==> src/rtl/load_debounce_ctrl_pkg.sv <==
// load_debounce_ctrl_pkg: FSM state encodings shared by the load front-end.
package load_debounce_ctrl_pkg;
    localparam logic [1:0] S_IDLE  = 2'd0;
    localparam logic [1:0] S_PULSE = 2'd1;
    localparam logic [1:0] S_HELD  = 2'd2;
endpackage

==> src/rtl/debounce_bit.sv <==
// debounce_bit: two-flop synchroniser followed by a stable-count debouncer.
module debounce_bit #(
    parameter int unsigned          CNT_W           = 16,
    parameter logic [CNT_W-1:0]     DEBOUNCE_CYCLES = CNT_W'(50000)
) (
    input  logic clock,
    input  logic reset,
    input  logic raw_in,
    output logic db_out
);
    logic [1:0]       sync_q;
    logic             db_q, db_d;
    logic [CNT_W-1:0] cnt_q, cnt_d;
    logic             differ, done;

    assign differ = sync_q[1] != db_q;
    assign done   = cnt_q == DEBOUNCE_CYCLES - 1'b1;
    assign db_out = db_q;

    // Any return to the accepted value restarts the count from zero.
    always_comb begin
        db_d  = (differ && done) ? sync_q[1] : db_q;
        cnt_d = (!differ || done) ? '0 : cnt_q + 1'b1;
    end

    always_ff @(posedge clock or posedge reset) begin
        if (reset) begin
            sync_q <= '0;
            db_q   <= 1'b0;
            cnt_q  <= '0;
        end else begin
            sync_q <= {sync_q[0], raw_in};
            db_q   <= db_d;
            cnt_q  <= cnt_d;
        end
    end
endmodule

==> src/rtl/load_debounce_ctrl.sv <==
// load_debounce_ctrl: debounces a load button and data switches, issuing one
// load strobe per press with a data snapshot frozen around it.
module load_debounce_ctrl
    import load_debounce_ctrl_pkg::*;
#(
    parameter int unsigned      CNT_W           = 16,
    parameter logic [CNT_W-1:0] DEBOUNCE_CYCLES = CNT_W'(50000)
) (
    input  logic       clock,
    input  logic       reset,
    input  logic       btn_load,
    input  logic [3:0] sw_data,
    output logic [3:0] data_out,
    output logic       load_pulse,
    output logic       busy
);
    logic       btn_db;
    logic [3:0] sw_db;
    logic [1:0] state_q, state_d;
    logic [3:0] data_q, data_d;

    debounce_bit #(.CNT_W(CNT_W), .DEBOUNCE_CYCLES(DEBOUNCE_CYCLES)) u_btn (
        .clock(clock), .reset(reset), .raw_in(btn_load), .db_out(btn_db)
    );

    for (genvar i = 0; i < 4; i++) begin : g_sw
        debounce_bit #(.CNT_W(CNT_W), .DEBOUNCE_CYCLES(DEBOUNCE_CYCLES)) u_sw (
            .clock(clock), .reset(reset), .raw_in(sw_data[i]), .db_out(sw_db[i])
        );
    end

    // The snapshot tracks the switches only in IDLE, so the value leaving IDLE
    // is the one presented with the strobe and held until release.
    always_comb begin
        state_d = state_q;
        data_d  = data_q;
        if (state_q == S_IDLE) begin
            data_d  = sw_db;
            state_d = btn_db ? S_PULSE : S_IDLE;
        end else if (state_q == S_PULSE) begin
            state_d = S_HELD;
        end else begin
            state_d = btn_db ? S_HELD : S_IDLE;
        end
    end

    always_ff @(posedge clock or posedge reset) begin
        if (reset) begin
            state_q <= S_IDLE;
            data_q  <= '0;
        end else begin
            state_q <= state_d;
            data_q  <= data_d;
        end
    end

    assign data_out   = data_q;
    assign load_pulse = state_q == S_PULSE;
    assign busy       = state_q != S_IDLE;
endmodule
==> config.mk <==
export PLATFORM = sky130hd
export DESIGN_NAME = load_debounce_ctrl
export DESIGN_NICKNAME = d
export VERILOG_FILES = /design/src/rtl/load_debounce_ctrl_pkg.sv /design/src/rtl/debounce_bit.sv /design/src/rtl/load_debounce_ctrl.sv
export SDC_FILE = /design/constraint.sdc
export NUM_CORES = 1
export LEC_CHECK = 0
export ABC_AREA = 1
export CAP_MARGIN = 20
export CORE_UTILIZATION = 35
export CTS_CLUSTER_SIZE = 16
export DETAILED_ROUTE_END_ITERATION = 10
export SYNTH_ARGS = -nofsm -noshare
export SYNTH_HDL_FRONTEND = slang
export SYNTH_HIERARCHICAL = 1
export SYNTH_SLANG_ARGS = --single-unit
==> constraint.sdc <==
create_clock -name clock -period 2.7 [get_ports clock]
set_input_delay 0.54 -clock clock [delete_from_list [all_inputs] [get_ports clock]]
set_output_delay 0.54 -clock clock [all_outputs]
set_load 0.01 [all_outputs]
After elaboration in Yosys (flattened, before gate mapping)
Index checks and enable logic that the tools add are counted.
W data, S select, Z words.

word-level totals
  register bits = 101
  input bits = 7
  output and inout bits = 6

operators by class
  $add $sub $neg = 5
  eq/ne operators = 11
  muxes and demuxes = 9
  reductions and logical operators = 17

operators with widths
  cell                     number
  $add A16 B1 Y16 const B  5
  $eq A16 B16 Y1 const B   5
  $mux W16                 5
  $mux W2                  3
  $logic_and A1 B1 Y1      5
  $logic_not A1 Y1         5
  $logic_or A1 B1 Y1       5
  $ne A1 B1 Y1             5
  $eq A2 B1 Y1 const B     1
  $logic_not A2 Y1         1
  $reduce_bool A2 Y1       1
  $mux W1                  1

Logic depth before layout (Yosys ltp)
Gate-level depths: netlist of run 1.

  depth in word-level cells = 4
  depth in mapped cells = 8
  depth with buffers taken out = 8

By module
Netlist of run 1, hierarchy kept.

by module, submodules not included
  module              instances  cells each  area an instance (um^2)  seq. area each (um^2)
  debounce_bit        5          123         1027.2                   475.5
  load_debounce_ctrl  1          26          241.5                    150.1

Least setup slack after synthesis of run 1
Ideal clock, no wire load.

  path type = flip-flop to flip-flop
  start point = register g_sw[0].u_sw.cnt_q[0]
  end point = register g_sw[0].u_sw.cnt_q[2]
  library setup time = 121 ps
  arrival time = 1160 ps
  required time = 2579 ps
  setup slack = 1420 ps
  stages on the path, launching flop included = 8
  period minus slack after synthesis = 1280 ps
  path through = dfrtp_1 -> ha_1 -> nand3_2 -> nor2_2 -> nand2_2 -> nand2_4 -> buf_12 -> nor2_2

on the way
  word-level cells in the longest chain between the ends = 3

ends and longest elaborated chain
  what                                                     RTL line            RTL
  from (decl)                                              debounce_bit.sv:13  logic [CNT_W-1:0] cnt_q, cnt_d;
  from (signal assigned)                                   debounce_bit.sv:34  cnt_q <= cnt_d;
  branches (longest 2 deep; another with $add A16 B1 Y16)  --
  $mux W16 (*)                                             debounce_bit.sv:23  cnt_d = (!differ || done) ? '0 : cnt_q + 1'b1;
  named net g_sw[0].u_sw.cnt_d[2]                          debounce_bit.sv:13

Mark *: on every way through the listed nets, which the timed path passes.
A chain may end at the register's enable or synchronous reset.

Final worst setup path of run 1
  start point = register state_q[1]
  end point = output busy

on the way
  word-level cells in the longest chain between the ends = 1

ends and longest elaborated chain
  what                    RTL line                  RTL
  from (decl)             load_debounce_ctrl.sv:19  logic [1:0] state_q, state_d;
  from (signal assigned)  load_debounce_ctrl.sv:52  state_q <= state_d;
  $reduce_bool A2 Y1      load_debounce_ctrl.sv:59  assign busy = state_q != S_IDLE;
  to (decl)               load_debounce_ctrl.sv:15  output logic busy

No other way between the ends.

==> results.yml, run 1 <==
floorplan:
  io_pins: 13
  die_w_um: 126
  row_count: 44
  die-area_um2: 15900
  start_util: 0.364
  core_um2: 14800
  die_y_um: 126
global_route:
  grt_max_degree: 20
  track_usage: 0.134
  grt_pass1_wl_um: 17300
  antenna_found_initial: 0
  first_global_vias: 3837
  overflow: 0
sta:
  fmax_ghz: 0.475
  slew_headroom: 0.491
  hold_violations: 0
  fin_crit_sh: 0.780
  slew_viol_final: 0
  setup_tns_ns: 0
  grt_setup_unrepaired: "false"
  setup_slack_ns: 0.594
  setup_viol: 0
  hold_slack_ns: 0.349
  worstMarginPinSlew_ns: 0.762
  clock_skew_ns: 0.00668
  fin_crit_ns: 2.11
min_path:
  min_path_type: "reg2reg"
critical_path:
  cp_top_family: "buffers and inverters"
  crit_slowest_cell: "clkdlybuf4s50_1"
  crit_type: "reg2out"
  start_kind: "register"
  path_max_fanout: 7
  end_kind: "output pin"
  max_stage_delay_ns: 0.48
  cp_data_required_time_ns: 2.16
  arrival_ns: 1.57
  crit_buf_inv: 2
  worstPathCellList: "nor2_4 -> inv_2 -> clkdlybuf4s50_1"
detailed_routing:
  vias: 3925
  first_iter_violations: 243
  drt_pre_antenna_iters: 4
  wl_per_cell_um: 11.4
  wl_um: 9620
  ant_nets: 0
  drcViolationCount: 0
  post_drt_via_cell_ratio: 4.63
yosys:
  yosys-top-cells-area: "dfrtp_1 47%, nand2_1 11%, nor2_2 7.7%, nor2_1 5.3%, inv_1 5.1%"
  synth_ff_type: "dfrtp_1"
  synth-seq-area-share: 0.470
  ys_warn_count: 6
  syn_area_per_cell_um2: 8.39
  syn_inst: 641
  syn_nets: 653
  ys_types: 21
  synthTopCellsByCount: "153 x nand2_1, 101 x dfrtp_1, 76 x nor2_1"
  yosysMostFrequentCell: "nand2_1"
  synth_enable_flop_cells: 0
  yosysTopAreaCell: "dfrtp_1"
  yosys_register_bits: 101
  synth_top_area_frac: 0.470
  async_reset_ff_frac: 1.00
  synth.cell_area_um2: 5380
pwr:
  leakage_nw: 2.42
  powerDensity_nw_per_um2: 489
  vdd_ir_drop_max_mv: 0.302
placed_design:
  dp_hpwl_um: 7050
  routabilityCongestion: 0.801
  pre_cts_slack_ns: 0.894
  place.port_buffers: 12
cts:
  clkTransAtPathRegs_ns: 0.07
  clock-sinks: 101
  ctsRootBufferMaster: "clkbuf_16"
  cts_tree: "done"
  postCtsResizedCells: 0
  postCtsHoldBufs: 0
  cts_made_buffers: 9
  cts_max_level: 3
  postCtsSetupRepairBufs: 0
  clock_latency_ns: 0.34
  clockBufferDepth: 2
final_layout:
  syn2layout_area_growth_pct: 9.98
  final_layout_size_suffix_gt1_frac: 0.178
  fin_util: 0.401
  diodes: 0
  nets: 671
  fillers: 1454
outcome:
  outcome: "completed"
run:
  drv_cap: 0
final timing paths:
| kind | slack [ns] | startpoint | cells past startpoint | end |
|---|---|---|---|---|
| setup / recovery | 0.59 | state_q[1] | 3 | busy |
| hold / removal | 0.35 | g_sw[0].u_sw/sync_q[0] | 0 | g_sw[0].u_sw/sync_q[1] |
| setup reg to reg | 1.25 | g_sw[3].u_sw/cnt_q[0] | 6 | g_sw[3].u_sw/cnt_q[11] |
| hold reg to reg | 0.35 | g_sw[0].u_sw/sync_q[0] | 0 | g_sw[0].u_sw/sync_q[1] |
| max in group asynchronous | 1.31 | reset | 2 | g_sw[3].u_sw/cnt_q[7] |
| min in group asynchronous | 0.69 | reset | 2 | data_out[1] |
flip-flops by register name (all words and copies together), names as in the netlist:
register / count
data_out: 4
u_btn/cnt_q: 16
g_sw.u_sw/sync_q: 8
u_btn/sync_q: 2
u_btn/db_out: 1
state_q: 2
g_sw.u_sw/cnt_q: 64
g_sw.u_sw/db_out: 4
cells by family after synthesis:
logic type,count (synthesis),synth area share
and+or+nand+nor,391,0.357
DFF,101,0.470
buffers and inverters,84,0.0749
xor gates and xnor gates,40,0.0651
AOI/OAI and AO/OA,20,0.0209
adders and majority gates,5,0.0116
area by class of cell:
type	instances	area [um2]	area share
repair buffers	12	120	0.0203
multi-input cells	456	2450	0.414
clock buffers	12	267	0.0451
well taps	184	230	0.0389
clock inverters	3	20.0	0.00338
inverters	79	303	0.0512
flip-flops and latches	101	2530	0.427
metal layers:
layer | global-route usage | vias to the layer above | routed length [um]
li1 | - | 2031 | -
met4 | 0.0539 | 0 | 153
met3 | 0.0272 | 8 | 243
met1 | 0.184 | 1849 | 4900
met5 | 0 | - | 0
met2 | 0.208 | 37 | 4320
metrics by stage:
stage,std cells,power [mW],cell area (um2)
final,847,2.89,5910
after global routing,847,3.01,5910
after CTS,847,2.94,5910
after detailed placement,832,1.70,5630
after global placement,832,1.70,5630
after floorplan,641,1.69,5380
cell usage in the layout, fill, tap and decap left out:
cell type	netlist	routed
nand2_1	153	153
nor2_4	6	6
nand2_2	10	10
clkinvlp_4	0	2
clkbuf_8	0	3
clkinv_2	5	6
xor2_1	30	30
o21ai_1	5	5
nor2_1	76	76
nand3_2	10	10
inv_1	73	73
xnor2_1	10	10
nand2_4	5	5
nand4_1	30	30
nor2_2	66	66
o21bai_1	5	5
clkbuf_16	0	9
ha_1	5	5
dfrtp_1	101	101
a21oi_1	1	1
inv_2	1	1
clkdlybuf4s50_1	0	12
o21ai_0	9	9
nand3_1	35	35
where the power goes:
| part | internal, mW | switching (mW) | total (mW) | leakage [nW] |
|---|---|---|---|---|
| combinational | 0.0327 | 0.0784 | 0.111 | 0.912 |
| clock | 0.693 | 0.527 | 1.22 | 0.137 |
| sequential | 1.54 | 0.0221 | 1.56 | 1.38 |
Note: power is estimated with default switching activity, not from simulation.
==> run 2: changes to the inputs <==
- clock period: 2.7 -> 1.95 ns (I/O delays scaled with it)
==> run 2 against run 1 <==
Compared with the run above:
- combinational power rose by 46%
- highest routed layer unchanged
- cell count rose by 0.83%
- core utilization rose by 0.52 points
- critical path depth fell by 2
==> results.yml, run 2 (synthesis results as in run 1) <==
critical_path:
  path_max_fanout: 2
  cp_data_required_time_ns: 1.56
  cp_top_family: "buffers and inverters"
  start_kind: "register"
  worstPathCellList: "clkdlybuf4s50_1"
  arrival_ns: 1.29
  end_kind: "output pin"
  max_stage_delay_ns: 0.59
  crit_start: "data_out[1]"
  crit_slowest_cell: "clkdlybuf4s50_1"
  crit_type: "reg2out"
  r2r-start: "g_sw[1].u_sw/cnt_q[0]"
  crit_buf_inv: 1
cts:
  clkTransAtPathRegs_ns: 0.07
  cts_made_buffers: 9
  cts_tree: "done"
  cts_max_level: 3
  clock-sinks: 101
  postCtsHoldBufs: 0
  ctsRootBufferMaster: "clkbuf_16"
  clockBufferDepth: 2
  clock_latency_ns: 0.35
global_route:
  overflow: 0
  track_usage: 0.137
  first_global_vias: 3872
  grt_max_degree: 20
  grt_pass1_wl_um: 17500
  antenna_found_initial: 0
final_layout:
  final_cell_mix: "153 x nand2_1, 99 x dfrtp_1, 75 x nor2_1, 73 x inv_1, 67 x nor2_2"
  reg_top3: "g_sw.u_sw/cnt_q (64), u_btn/cnt_q (16), g_sw.u_sw/sync_q (8)"
  max_flop_register: "g_sw.u_sw/cnt_q"
  fillers: 1490
  fin_util: 0.406
  multiInputGateArea_um2: 2450
  final_cell_area_um2: 5990
  largest_reg_flops: 64
  register_area_um2: 2530
  nets: 678
  diodes: 0
  instances_no_fill: 854
  layout_commonest_cell: "nand2_1"
  final_layout_size_suffix_gt1_frac: 0.190
  syn2layout_area_growth_pct: 11.4
sta:
  slew_headroom: 0.808
  fin_crit_ns: 1.68
  setup_tns_ns: 0
  setup_viol: 0
  fmax_ghz: 0.596
  hold_violations: 0
  grt_setup_unrepaired: "false"
  setup_slack_ns: 0.271
  slew_viol_final: 0
  worstMarginPinSlew_ns: 0.287
  fin_crit_sh: 0.861
  clock_skew_ns: 0.00996
placed_design:
  routabilityCongestion: 0.840
  placed_cell_area_um2: 5670
  pre_cts_slack_ns: 0.353
  dp.cells: 837
  dp_hpwl_um: 6980
  place.port_buffers: 12
detailed_routing:
  drcViolationCount: 0
  first_iter_violations: 229
  ant_nets: 0
  post_drt_via_cell_ratio: 4.67
  wl_per_cell_um: 11.5
  drt_pre_antenna_iters: 4
  wl_um: 9780
  vias: 3992
floorplan:
  die-area_um2: 15900
  die_w_um: 126
  io_pins: 13
  row_count: 44
  core_um2: 14800
  die_y_um: 126
  start_util: 0.364
min_path:
  worstHoldStart: "g_sw[0].u_sw/sync_q[0]"
  min_path_type: "reg2reg"
pwr:
  leakage_nw: 2.50
  vdd_ir_drop_max_mv: 0.460
  powerDensity_nw_per_um2: 691
run:
  drv_cap: 0
outcome:
  outcome: "completed"
-- run 2: changes by cell type in the layout (fill, tap and decap cells not counted), sizes merged --
cell	previous run	this run
clkdlybuf4s50	12	10
inv	74	75
buf	0	7
clkinvlp	2	0
bufinv	0	1
dlymetal6s2s	0	2
-- run 2: area by class of cell --
class | instances | share of cell area
timing repair buffer | 19 | 0.0297
tap | 184 | 0.0384
clock buffer | 12 | 0.0428
multi-input combinational | 456 | 0.409
clock inverter | 3 | 0.00731
sequential | 101 | 0.422
inverter | 79 | 0.0505
-- run 2: per-layer routing --
metal / part of all wire / wire length [um] / track usage / up-vias
li1: - / - / - / 2042
met1: 0.49 / 4800 / 0.182 / 1880
met2: 0.46 / 4510 / 0.214 / 58
met3: 0.030 / 294 / 0.0323 / 12
met4: 0.018 / 181 / 0.0617 / 0
met5: 0 / 0 / 0 / -
-- run 2: where the power goes --
| group | switching, mW | leakage, nW | internal, mW |
|---|---|---|---|
| clock network | 0.755 | 0.149 | 1.06 |
| registers | 0.0308 | 1.37 | 2.13 |
| logic | 0.110 | 0.981 | 0.0525 |
-- run 2: path summary, 6_finish.rpt --
check	to	depth (start not counted)	slack [ns]
worst max-delay path	data_out[1]	1	0.27
worst min-delay path	g_sw[0].u_sw/sync_q[1]	0	0.36
max in group asynchronous	g_sw[2].u_sw/cnt_q[13]	3	1.16
min in group asynchronous	data_out[2]	2	0.46
worst max register to register	g_sw[1].u_sw/cnt_q[15]	6	0.53
worst min register to register	g_sw[0].u_sw/sync_q[1]	0	0.36
-- run 2: stage by stage --
step / power (mW) / hold slack [ns]
6_report: 4.14 / 0.359
3_3_place_gp: 2.36 / 0.342
3_5_place_dp: 2.37 / 0.340
4_1_cts: 4.21 / 0.365
2_1_floorplan: 2.33 / 0.181
5_1_grt: 4.32 / 0.366
-- run 2: what timing repair did --
item                       CTS  global route
resized for setup            3             2
setup buffers                0             2
pin swaps                    1             1
setup endpoints to repair    2             2
gates cloned                 0             0
